**src/rtl/regfile_pkg.sv**
```systemverilog
// rtl/regfile_pkg.sv - shared constants for the multi-port register file
package regfile_pkg;

    localparam int XLEN_DEFAULT  = 32;
    localparam int NREGS_DEFAULT = 32;
    localparam int REG_ZERO      = 0;
    localparam logic RESET_BIT   = 1'b0;

endpackage

```
**src/rtl/regfile_scoreboard.sv**
```systemverilog
// rtl/regfile_scoreboard.sv - per-register busy bits: set at issue, cleared at write-back
module regfile_scoreboard
    import regfile_pkg::*;
#(
    parameter int NREGS = NREGS_DEFAULT,
    parameter int AW    = $clog2(NREGS)
) (
    input  logic             clk,
    input  logic             reset,
    input  logic             iss_en,
    input  logic [AW-1:0]    iss_addr,
    input  logic             wr0_en,
    input  logic [AW-1:0]    wr0_addr,
    input  logic             wr1_en,
    input  logic [AW-1:0]    wr1_addr,
    output logic [NREGS-1:0] busy
);

    logic [NREGS-1:0] busy_q;
    logic [NREGS-1:0] busy_d;

    // Issue beats write-back so a new producer stays visible to decode.
    always_comb begin
        busy_d = busy_q;
        for (int r = 0; r < NREGS; r++) begin
            if (iss_en && (iss_addr == AW'(r)) && (r != REG_ZERO)) begin
                busy_d[r] = 1'b1;
            end else if ((wr0_en && (wr0_addr == AW'(r))) ||
                         (wr1_en && (wr1_addr == AW'(r)))) begin
                busy_d[r] = 1'b0;
            end
        end
    end

    always_ff @(posedge clk or posedge reset) begin
        if (reset) begin
            busy_q <= {NREGS{RESET_BIT}};
        end else begin
            busy_q <= busy_d;
        end
    end

    assign busy = busy_q;

endmodule

```
**src/rtl/regfile_mp.sv**
```systemverilog
// rtl/regfile_mp.sv - NRD-read / 2-write register file with busy scoreboard
// Optional write-to-read bypass enabled by defining REGFILE_BYPASS_EN.
module regfile_mp
    import regfile_pkg::*;
#(
    parameter int XLEN  = XLEN_DEFAULT,
    parameter int NREGS = NREGS_DEFAULT,
    parameter int NRD   = 2,
    parameter int AW    = $clog2(NREGS)
) (
    input  logic              clk,
    input  logic              reset,
    input  logic [NRD*AW-1:0] rd_addr,
    output logic [NRD*XLEN-1:0] rd_data,
    output logic [NRD-1:0]    rd_busy,
    input  logic              wr0_en,
    input  logic [AW-1:0]     wr0_addr,
    input  logic [XLEN-1:0]   wr0_data,
    input  logic              wr1_en,
    input  logic [AW-1:0]     wr1_addr,
    input  logic [XLEN-1:0]   wr1_data,
    input  logic              iss_en,
    input  logic [AW-1:0]     iss_addr
);

    logic [XLEN-1:0]  mem_q [NREGS];
    logic [XLEN-1:0]  mem_d [NREGS];
    logic [NREGS-1:0] busy;

    regfile_scoreboard #(
        .NREGS (NREGS),
        .AW    (AW)
    ) u_scoreboard (
        .clk      (clk),
        .reset    (reset),
        .iss_en   (iss_en),
        .iss_addr (iss_addr),
        .wr0_en   (wr0_en),
        .wr0_addr (wr0_addr),
        .wr1_en   (wr1_en),
        .wr1_addr (wr1_addr),
        .busy     (busy)
    );

    // wr1 is applied last so it wins a same-address conflict.
    always_comb begin
        mem_d = mem_q;
        if (wr0_en && (wr0_addr != AW'(REG_ZERO))) begin
            mem_d[wr0_addr] = wr0_data;
        end
        if (wr1_en && (wr1_addr != AW'(REG_ZERO))) begin
            mem_d[wr1_addr] = wr1_data;
        end
    end

    always_ff @(posedge clk or posedge reset) begin
        if (reset) begin
            for (int r = 0; r < NREGS; r++) begin
                mem_q[r] <= {XLEN{RESET_BIT}};
            end
        end else begin
            for (int r = 0; r < NREGS; r++) begin
                mem_q[r] <= mem_d[r];
            end
        end
    end

    for (genvar k = 0; k < NRD; k++) begin : g_rd
        logic [AW-1:0]   addr;
        logic [XLEN-1:0] data;
        logic            bsy;

        assign addr = rd_addr[k*AW +: AW];

        always_comb begin
            data = mem_q[addr];
            bsy  = busy[addr];
`ifdef REGFILE_BYPASS_EN
            if (wr1_en && (wr1_addr == addr)) begin
                data = wr1_data;
                bsy  = bsy & iss_en & (iss_addr == addr);
            end else if (wr0_en && (wr0_addr == addr)) begin
                data = wr0_data;
                bsy  = bsy & iss_en & (iss_addr == addr);
            end
`endif
            // Outputs are forced low during reset so any bypass path is masked too.
            if (reset || (addr == AW'(REG_ZERO))) begin
                data = '0;
                bsy  = 1'b0;
            end
        end

        assign rd_data[k*XLEN +: XLEN] = data;
        assign rd_busy[k]              = bsy;
    end

endmodule

```
**config.mk**
```make
export PLATFORM = sky130hd
export DESIGN_NAME = regfile_mp
export DESIGN_NICKNAME = d
export VERILOG_FILES = /design/src/rtl/regfile_pkg.sv /design/src/rtl/regfile_scoreboard.sv /design/src/rtl/regfile_mp.sv
export SDC_FILE = /design/constraint.sdc
export NUM_CORES = 2
export LEC_CHECK = 0
export ABC_AREA = 0
export BUFFER_PORTS_ARGS = -buffer_cell sky130_fd_sc_hd__clkbuf_2
export CORE_MARGIN = 5
export CORE_UTILIZATION = 45
export CTS_CLUSTER_DIAMETER = 150
export CTS_CLUSTER_SIZE = 40
export DETAILED_ROUTE_END_ITERATION = 12
export SETUP_SLACK_MARGIN = 0.5
export SYNTH_ARGS = -nofsm -noshare
export SYNTH_HDL_FRONTEND = slang
export SYNTH_SLANG_ARGS = --single-unit
```
**constraint.sdc**
```tcl
create_clock -name clk -period 61.2 [get_ports clk]
set_input_delay 6.12 -clock clk [delete_from_list [all_inputs] [get_ports clk]]
set_output_delay 6.12 -clock clk [all_outputs]
set_load 0.005 [all_outputs]
```
Word-level counts from Yosys, hierarchy flattened. Cells that the tools add are included.

Output and inout bits: 66. Bits in read-only memories: 0. Register bits after elaboration: 1055. RAM bits: 0. Bits in latches: 0. Word-level logic and storage cells: 417. Memories: 0. Input bits: 94.

$mul: 0. Equality and inequality tests: 93. Reductions and logical operators: 165. Div/mod/pow operators: 0. Magnitude comparators: 8. Add/subtract/negate cells: 0. Mux-type cells: 84. Bitwise operators: 4. Shifts and indexed selects: 0.

Operator list (number): 1024-bit bitwise mux (2); 1024-bit 2-to-1 mux (2); 32-bit binary-select mux with 5-bit select (2); 32-bit demux with 5-bit select (2); 32-bit 2-to-1 mux (8); 5-bit == test (second input constant) (48); 5-bit by 4-bit == test with 1-bit output (second input constant) (24); 1-bit logical AND (97); 1-bit 2-to-1 mux (66); 2-bit nonzero test (31); 5-bit by 3-bit == test with 1-bit output (second input constant) (12); 1-bit logical OR (33); 5-bit by 2-bit == test with 1-bit output (second input constant) (6); 6-bit greater-or-equal comparator (second input constant) (4); 5-bit inverter with 6-bit output (4); 5-bit by 1-bit == test with 1-bit output (second input constant) (3); 5-bit by 6-bit less-than comparator with 1-bit output (second input constant) (2); 6-bit by 1-bit less-than comparator with 1-bit output (second input constant) (2); 1-bit binary-select mux with 5-bit select (2); 5-bit zero test (2); 5-bit nonzero test (2).

Longest topological paths before layout.
Word-level depth: 9. Mapped depth: 8. Gate-level depth less buffers: 4.

Hierarchy. A second synthesis with hierarchy kept.

Cells, all modules: 6613. Area, all modules: 66070.9 um^2.

Modules (own cells, without submodules): regfile_mp (sequential area each 25624.6 um^2, area each 64390.5 um^2, instances 1, cells an instance 6460); regfile_scoreboard (sequential area each 775.7 um^2, area each 1680.4 um^2, instances 1, cells an instance 153).

Worst setup path before layout. OpenSTA, ideal clock, no wires.

Path type: input to output. Start: input reset. End: output rd_data[0]. Setup slack: 22384 ps. Data required time: 55080 ps. Stages: 4. Arrival time: 32696 ps. Path buffers: 1. Path through: clkbuf_1 > inv_1 > nand3_1 > o221ai_1.

Word-level cells in the longest chain between the ends: 2.

Ends and longest elaborated chain: from (decl) (RTL line regfile_mp.sv:12) `input logic reset,`; 1-bit logical OR (RTL line regfile_mp.sv:88) `if (reset || (addr == AW'(REG_ZERO))) begin`; 32-bit 2-to-1 mux (RTL line regfile_mp.sv:88); to (decl) (RTL line regfile_mp.sv:14) `output logic [NRD*XLEN-1:0] rd_data,`.

Every way passes these cells.

Final worst setup path.
Start: input rd_addr[5]. End: output rd_busy[1].

Word-level cells in the longest chain between the ends: 3. Elaborated cells between the ends (all ways): 5. Classes of those cells: mux: 3; reduce/logical: 2.

Ends and longest elaborated chain: from (decl) (RTL line regfile_mp.sv:13) `input logic [NRD*AW-1:0] rd_addr,`; 1-bit binary-select mux with 5-bit select or 5-bit zero test (tied branches) (RTL line regfile_mp.sv:77, regfile_mp.sv:88); 1-bit 2-to-1 mux (implied by the code) or 1-bit logical OR (tied branches) (RTL line regfile_mp.sv:77, regfile_mp.sv:88); 1-bit 2-to-1 mux * (RTL line regfile_mp.sv:88); to (decl) (RTL line regfile_mp.sv:15) `output logic [NRD-1:0] rd_busy,`.

Every way passes the cells marked *; elsewhere a longest branch is shown, timed or not. The select of a mux whose other input is x is not followed.

==> flow_metrics.py <==
metrics = {
    "timing": {
        "drv_slew": 0,
        "rsz0062_at_grt": "no",
        "timing.fmax_mhz": 58.94,
        "fin_crit_sh": 0.2772,
        "slew_headroom": 0.08962,
        "setup-tns-final_ns": 0,
        "max_slew.worst_pin.slew_ns": 1.362,
        "setup_viol": 0,
        "setup_slack_ns": 44.23,
        "fin_skew_ns": 0,
        "finalHoldViolCount": 0,
        "fin_crit_ns": 16.97,
    },
    "critical_path": {
        "end_kind": "primary output",
        "slowest_delay_ns": 0.86,
        "worstSetupPathType": "input port to primary output",
        "r2r-start": "mem_q[980]$_DFF_PP0_",
        "critPathLaunchType": "input port",
        "cp.arrival_ns": 10.85,
        "crit_top_cell": "buf_4",
        "r2r_slack_ns": 60.26,
        "reg2reg_depth": 2,
        "r2r_end": "mem_q[980]$_DFF_PP0_",
        "cp_max_fo": 61,
        "worstPathRequired_ns": 55.08,
        "crit_slowest_cell": "buf_4",
        "crit_path_cell_trace": "buf_8 -> buf_4 -> buf_4 -> buf_4 -> mux4_2 -> mux2i_1 -> o22a_1 -> o221ai_1 -> clkbuf_2",
    },
    "min_path": {
        "hp-start": "mem_q[1020]$_DFF_PP0_",
        "hold_end": "mem_q[1020]$_DFF_PP0_",
        "min_path_cells": 0,
        "hold_class": "flip-flop to flip-flop",
    },
    "routing": {
        "ant_nets": 0,
        "first_pass_iters": 6,
        "wl_per_cell_um": 35.65,
        "route.detailed.drc": 0,
        "drt_iter0_markers": 7593,
        "post_drt_via_cell_ratio": 6.979,
        "routed_wl_um": 264100,
        "num_vias": 51700,
    },
    "final_layout": {
        "num-nets-final": 5589,
        "final_cell_mix": "dfrtp_1 (1,055), mux2i_1 (999), nor2_1 (868)",
        "n_fill_cell": 13060,
        "drive_gt1_frac": 0.1718,
        "multiInputGateArea_mm2": 0.03577,
        "regArea_mm2": 0.02640,
        "final_util": 0.4673,
        "final_common_cell": "dfrtp_1",
        "area_growth_pct": 3.003,
    },
    "logic_synthesis": {
        "synth-edff-count": 0,
        "yosysWarningCount": 0,
        "synth.ff_latch_count": 1055,
        "syn_area_mm2": 0.06525,
        "syn-num-nets": 6040,
        "netlist_instances": 5946,
        "synth_cell_type_count": 57,
        "ys_seq_area_frac": 0.4046,
        "ys.flop_type": "dfrtp_1",
        "synth.avg_cell_area_um2": 10.97,
        "synthArstFlopShare": 1.000,
    },
    "floorplan": {
        "core-area_mm2": 0.1438,
        "pin_count": 160,
        "die_area_mm2": 0.1527,
        "rows": 139,
        "start_util": 0.4537,
        "dieHeight_um": 390.8,
        "die_x_um": 390.8,
    },
    "clock_tree": {
        "cts-resized-gates": 0,
        "clock_latency_ns": 0.74,
        "tritoncts": "yes",
        "clkTransAtPathRegs_ns": 0.14,
        "cts_hold_buffers": 0,
        "htree_levels": 1,
        "postCtsSetupRepairBufs": 0,
        "cts_made_buffers": 30,
        "cts-root-buf": "clkbuf_16",
        "cts_max_path_buffers": 3,
        "cts_sinks": 1055,
    },
    "power_and_ir_drop": {
        "p_leak_nw": 29.55,
        "cellPowerDensity_mw_per_mm2": 29.04,
        "ir_worst_vdd_v": 0.00002615,
    },
    "global_routing": {
        "grtUsageTotal": 0.3374,
        "grt_pass1_wl_um": 374300,
        "grt_max_degree": 155,
        "grt_pass1_vias": 48870,
        "antenna_found_initial": 26,
        "grt_overflow": 0,
    },
    "place": {
        "place_hpwl_um": 149800,
        "place_congestion": 0.8712,
        "io_buffers": 159,
        "pre_cts_ws_ns": 44.09,
    },
    "job": {
        "drv_cap": 0,
    },
    "status": {
        "status": "completed",
    },
}
-- cells in the mapped netlist, types with 2 or more instances --
cell type	instances	area, um^2
a21oi_1	801	4009
a221oi_1	13	113.9
a221oi_2	15	225.2
a22oi_1	201	1509
a32o_1	21	210.2
a32oi_1	31	271.5
and2_1	6	37.54
and3_1	2	12.51
and4_1	2	17.52
and4b_1	3	30.03
buf_1	51	191.4
buf_2	176	880.8
buf_4	52	390.4
buf_6	22	247.7
clkbuf_1	459	1723
clkbuf_4	2	15.01
dfrtp_1	1055	26400
inv_1	3	11.26
mux2i_1	999	10000
mux4_2	526	11850
nand2_1	206	773.2
nand2_2	4	25.02
nand2b_1	6	37.54
nand3_1	13	65.06
nand3_2	14	140.1
nand4_1	6	37.54
nand4b_1	2	17.52
nor2_1	871	3269
nor2_2	14	87.58
nor2_4	5	56.30
nor2_8	4	80.08
nor2b_1	9	56.30
nor3_1	4	20.02
nor3b_2	2	25.02
nor4bb_1	2	20.02
o211a_1	20	200.2
o21ai_0	124	620.6
o21ai_1	50	250.2
o221ai_1	65	569.3
o22a_1	65	569.3
or2_1	3	18.77
or3_1	2	12.51
-- sequential cells by signal, summed over array words and instances (netlist names) --
| signal | flops |
|---|---|
| u_scoreboard.busy | 31 |
| mem_q | 1024 |
-- cell families after synthesis --
| kind of cell | Yosys count | share of synthesized area |
|---|---|---|
| flip-flops | 1055 | 0.4046 |
| AND/OR/NAND/NOR | 1189 | 0.07567 |
| buffers and inverters | 765 | 0.05302 |
| multiplexers | 1525 | 0.3348 |
| AO/OA/AOI/OAI | 1412 | 0.1319 |
-- routing by layer --
metal	GRT usage	share of wire	wire length, um	vias up
met3	0.1102	0.13	33860	803
met5	0.008777	0.0013	340	-
met1	0.4639	0.39	103000	26240
met2	0.4845	0.42	111600	3570
met4	0.1591	0.058	15300	32
li1	-	-	-	21060
-- worst max-delay path by stage --
stage / startpoint / to / slack [ns] / depth (start not counted)
after CTS: rd_addr[5] / rd_busy[1] / 44.09 / 9
after floorplan: reset / rd_data[0] / 22.38 / 4
after detailed placement: rd_addr[5] / rd_busy[1] / 44.09 / 9
after global placement: rd_addr[5] / rd_busy[1] / 44.10 / 9
after global routing: rd_addr[5] / rd_busy[1] / 43.77 / 9
final: rd_addr[5] / rd_busy[1] / 44.23 / 9
-- cell type report --
| class | instances | area share |
|---|---|---|
| diodes | 10 | 0.0003723 |
| clock buffers | 31 | 0.01154 |
| clock inverters | 1 | 0.0004468 |
| inverters | 3 | 0.0002792 |
| multi-input cells | 4126 | 0.5322 |
| flip-flops and latches | 1055 | 0.3928 |
| well taps | 1903 | 0.03543 |
| repair buffers | 279 | 0.02688 |
-- metrics by stage --
stage	cell area (um^2)	hold WS (ns)	power, mW	cells
final	67210	0.4130	1.952	7408
after floorplan	65250	0.4413	1.457	5946
after global placement	66380	0.3764	1.608	7366
after global routing	67190	0.4299	2.043	7400
after detailed placement	66380	0.3833	1.632	7366
after CTS	67180	0.4162	1.940	7398
-- where the power goes --
part / switching (mW) / leakage, nW / internal [mW] / total, mW
Sequential: 0.145 / 12.8 / 0.878 / 1.02
Clock: 0.229 / 0.393 / 0.0922 / 0.322
Combinational: 0.280 / 16.4 / 0.328 / 0.608
Total: 0.654 / 29.6 / 1.30 / 1.95
-- critical path, delay by kind of cell --
kind,cells,cell delay (ns)
multiplexers,2,0.79
buffers and inverters,5,3.26
AO/OA/AOI/OAI,2,0.58
(Power assumes the default switching activity.)
